==> config.mk <==
export PLATFORM = sky130hd
export DESIGN_NAME = dreg_pipe
export DESIGN_NICKNAME = d
export VERILOG_FILES = /design/src/rtl/dreg_pipe_pkg.sv /design/src/rtl/dreg_pipe_stage.sv /design/src/rtl/dreg_pipe.sv
export SDC_FILE = /design/constraint.sdc
export NUM_CORES = 1
export LEC_CHECK = 0
export ABC_AREA = 1
export CAP_MARGIN = 20
export CORE_ASPECT_RATIO = 0.75
export CORE_MARGIN = 10
export CORE_UTILIZATION = 45
export CTS_CLUSTER_SIZE = 24
export DETAILED_ROUTE_END_ITERATION = 8
export PLACE_DENSITY_LB_ADDON = 0.05
export SYNTH_ARGS = -nofsm -noshare
export SYNTH_HDL_FRONTEND = slang
export SYNTH_SLANG_ARGS = --single-unit
export TNS_END_PERCENT = 100
==> constraint.sdc <==
create_clock -name clock -period 5 [get_ports clock]
set_clock_uncertainty 0.05 [all_clocks]
set_input_delay 1 -clock clock [delete_from_list [all_inputs] [get_ports clock]]
set_output_delay 1 -clock clock [all_outputs]
set_load 0.05 [all_outputs]
==> src/rtl/dreg_pipe_pkg.sv <==
// dreg_pipe_pkg: shared defaults and constant helpers for the dreg storage blocks.
`default_nettype none

package dreg_pipe_pkg;

  localparam int DREG_DEF_WIDTH = 8;
  localparam int DREG_DEF_DEPTH = 4;

  // Number of bits needed to hold the values 0..value-1.
  function automatic int dreg_clog2(input int value);
    int bits;
    int rem;
    bits = 0;
    rem  = value - 1;
    while (rem > 0) begin
      bits = bits + 1;
      rem  = rem >> 1;
    end
    return bits;
  endfunction

endpackage

`default_nettype wire

==> src/rtl/dreg_pipe_stage.sv <==
// dreg_stage: one data+valid register with advance enable, synchronous valid clear
// and asynchronous active-low reset to {0, RESET_VAL}.
`default_nettype none

module dreg_stage #(
  parameter int               WIDTH     = 8,
  parameter logic [WIDTH-1:0] RESET_VAL = '0
) (
  input  logic             clock,
  input  logic             reset,
  input  logic             en,
  input  logic             clear,
  input  logic [WIDTH-1:0] d,
  input  logic             d_valid,
  output logic [WIDTH-1:0] q,
  output logic             q_valid
);

  // Clear only drops the valid bit; the data register keeps its contents.
  always_ff @(posedge clock or negedge reset) begin
    if (!reset) begin
      q       <= RESET_VAL;
      q_valid <= 1'b0;
    end else if (clear) begin
      q_valid <= 1'b0;
    end else if (en) begin
      q       <= d;
      q_valid <= d_valid;
    end
  end

endmodule

`default_nettype wire

==> src/rtl/dreg_pipe.sv <==
// dreg_pipe: WIDTH-bit, DEPTH-stage register pipeline with per-stage valid bits,
// global stall, synchronous flush and a registered occupancy count.
`default_nettype none

module dreg_pipe
  import dreg_pipe_pkg::*;
#(
  parameter int               WIDTH     = DREG_DEF_WIDTH,
  parameter int               DEPTH     = DREG_DEF_DEPTH,
  parameter logic [WIDTH-1:0] RESET_VAL = '0,
  localparam int              OCC_W     = dreg_clog2(DEPTH + 1)
) (
  input  logic             clock,
  input  logic             reset,
  input  logic             en,
  input  logic             flush,
  input  logic [WIDTH-1:0] d,
  input  logic             d_valid,
  output logic [WIDTH-1:0] q,
  output logic             q_valid,
  output logic [OCC_W-1:0] occupancy
);

  logic [WIDTH-1:0] stage_data  [DEPTH];
  logic             stage_valid [DEPTH];
  logic [OCC_W-1:0] occ;

  for (genvar i = 0; i < DEPTH; i++) begin : g_stage
    logic [WIDTH-1:0] in_data;
    logic             in_valid;

    if (i == 0) begin : g_first
      assign in_data  = d;
      assign in_valid = d_valid;
    end else begin : g_next
      assign in_data  = stage_data[i-1];
      assign in_valid = stage_valid[i-1];
    end

    dreg_stage #(
      .WIDTH     (WIDTH),
      .RESET_VAL (RESET_VAL)
    ) u_stage (
      .clock   (clock),
      .reset   (reset),
      .en      (en),
      .clear   (flush),
      .d       (in_data),
      .d_valid (in_valid),
      .q       (stage_data[i]),
      .q_valid (stage_valid[i])
    );
  end

  // Tracks the valid popcount incrementally: one in, one out per advance.
  always_ff @(posedge clock or negedge reset) begin
    if (!reset) begin
      occ <= '0;
    end else if (flush) begin
      occ <= '0;
    end else if (en) begin
      occ <= occ + OCC_W'(d_valid) - OCC_W'(stage_valid[DEPTH-1]);
    end
  end

  assign q         = stage_data[DEPTH-1];
  assign q_valid   = stage_valid[DEPTH-1];
  assign occupancy = occ;

endmodule

`default_nettype wire

==> results.ini <==
[run_status]
run_status = finished, final reports clean

[timing]
hold_ws_ps = 422
slew_headroom_pct = 44.7
max_freq_mhz = 346
period_minus_slack_ps = 2890
setup_viol = 0
timing.final.crit_share_pct = 57.9
tns_ps = 0
hold_violations = 0
rsz0062_at_grt = no
tightest_slew_ps = 827
worst_slack_ps = 2110
slew_viol_final = 0

[yosys]
synth_edf_count = 0
yosysTopAreaCellShare_pct = 61.9
async_flop_share_pct = 100
syn-num-nets = 185
synth_warnings = 0
ys_types = 17
syn-cell-area_um2 = 1580
synth_top_cell_by_area = dfrtp_1
synth_area_leaders = dfrtp_1 62%, nand2_1 10%, nand3_1 5.7%, inv_1 4.0%, o21ai_1 3.2%
netlist_instances = 169
avgSynthCellArea_um2 = 9.33
seq_area_frac_synth_pct = 61.9
ys_ff_latch = 39
synth_ff_type = dfrtp_1

[global_routing]
grt_overflow_total = 0
grt_max_degree = 53
grt_pass1_vias = 1112
antenna_found_initial = 0
grt_pass1_wl_um = 4950
grtUsageTotal_pct = 10.0

[detailed_routing]
first_iter_violations = 52
vias_per_cell = 4.90
wirelength_um = 2820
route.antenna.remaining_nets = 0
vias = 1132
drc = 0
routedWlPerCell_um = 12.2
firstDrtPassIters = 4

[die]
io-pin-count = 25
die_y_um = 71.3
initial_core_util_pct = 47.3
rows = 18
die_area_um2 = 6300
die_x_um = 88.3
core_area_um2 = 3330

[place]
io_buffers = 24
pre_cts_ws_ps = 1790
gp_congestion = 0.694
hpwl_um = 1900
dp.cells = 223

[cts]
cts_tree = yes
cts_made_buffers = 5
clock_sinks = 39
post_cts_buffers = 0
clock_latency_ps = 290
cts_max_path_buffers = 2
htree_levels = 2
cts.clk_slew.worst_paths_ps = 70
hold_buffers = 0
cts_root_buffer = clkbuf_8
cts_resized = 0

[pwr]
power.leakage_nw = 0.949
switching_share_pct = 29.6
power_frac_seq_pct = 49.7
combPwrFrac_pct = 20.5
p_int_mw = 0.541
pwr_density_cell_nw_per_um2 = 403
ir_drop_mv = 0.206
p_sw_mw = 0.227
p_clk_share_pct = 29.8

[cells_and_area]
final_nets = 206
syn2layout_area_growth_pct = 21.0
layout-drive-gt1-share_pct = 5.24
final_cell_mix = 44 x nand2_1, 39 x dfrtp_1, 23 x clkdlybuf4s50_1
antennaDiodeCount = 0
fin_cells = 231
fin_util_pct = 57.2
final_common_cell = nand2_1

[critical_path]
setup.worst_path.start_class = primary input
worstPathMaxFanout = 52
critPathCaptureType = flop
criticalPathCategory = primary input to flop
cp.required_ps = 5100
worstPathArrival_ps = 2990

[hold_path]
hold_path_class = flop to flop

[flow_run]
cap_violations = 0

-- state kept, by name (all words and copies together) (netlist names) --
register                 count
occupancy                    3
g_stage.u_stage.q           32
g_stage.u_stage.q_valid      4
-- per-stage QoR --
step | power [mW] | instance area (µm²)
after floorplan | 0.491 | 1580
after global routing | 0.812 | 1910
after CTS | 0.780 | 1910
final | 0.769 | 1910
after global placement | 0.545 | 1810
after detailed placement | 0.548 | 1810
-- cells by family (layout without fill, tap and decap cells) --
kind of cell	count (synthesis)	after routing	share of synthesized area, %
AOI/OAI and AO/OA	22	22	7.30
adders and majority gates	3	3	2.86
buffers and inverters	28	50	7.70
DFF	39	39	61.9
and+or+nand+nor	77	77	20.2
-- metal layers --
layer | vias up | track usage, % | part of all wire, %
met5 | - | 0 | 0
met4 | 0 | 5.37 | 2.4
met3 | 8 | 3.84 | 5.3
met2 | 24 | 15.2 | 43
met1 | 525 | 12.1 | 49
li1 | 575 | - | -
-- Yosys cell counts (2+ instances only) --
| cell type | count |
|---|---|
| buf_2 | 7 |
| o22ai_1 | 4 |
| nor2_1 | 12 |
| a21oi_1 | 8 |
| nand3_1 | 18 |
| nand2_1 | 44 |
| inv_1 | 17 |
| dfrtp_1 | 39 |
| buf_4 | 2 |
| ha_1 | 2 |
| o21ai_1 | 10 |
-- layout make-up --
cell class / instances / area, µm²
well taps: 40 / 50.0
multi-input cells: 102 / 479
inverters: 18 / 67.6
fillers: 310 / 1430
repair buffers: 24 / 235
clock buffers: 8 / 100
flip-flops and latches: 39 / 976
-- power by group through the flow --
stage / registers [mW] / clock network (mW) / logic, mW
floorplan: 0.434 / 0 / 0.0564
global placement: 0.386 / 0 / 0.158
detailed placement: 0.388 / 0 / 0.160
CTS: 0.382 / 0.237 / 0.161
global route: 0.387 / 0.250 / 0.175
finish: 0.382 / 0.229 / 0.158
-- path summary, 6_finish.rpt --
check	from	endpoint	slack (ps)	depth (start not counted)
max	en	g_stage[1].u_stage.q[0]$_DFFE_PN0P_	2110	4
min	g_stage[3].u_stage.q[5]$_DFFE_PN0P_	g_stage[3].u_stage.q[5]$_DFFE_PN0P_	420	2
max reg2reg	g_stage[3].u_stage.q_valid$_DFFE_PN0P_	occupancy[2]$_DFFE_PN0P_	3140	10
min reg2reg	g_stage[3].u_stage.q[5]$_DFFE_PN0P_	g_stage[3].u_stage.q[5]$_DFFE_PN0P_	420	2
max in group asynchronous	reset	g_stage[3].u_stage.q[5]$_DFFE_PN0P_	3620	1
min in group asynchronous	reset	occupancy[2]$_DFFE_PN0P_	760	1
-- critical path: stages --
cell             delay (ps)
clkdlybuf4s50_1         960
nand2_2                 670
nor2_1                  300
a21oi_1                  60
Power figures use the tool's default switching activity.
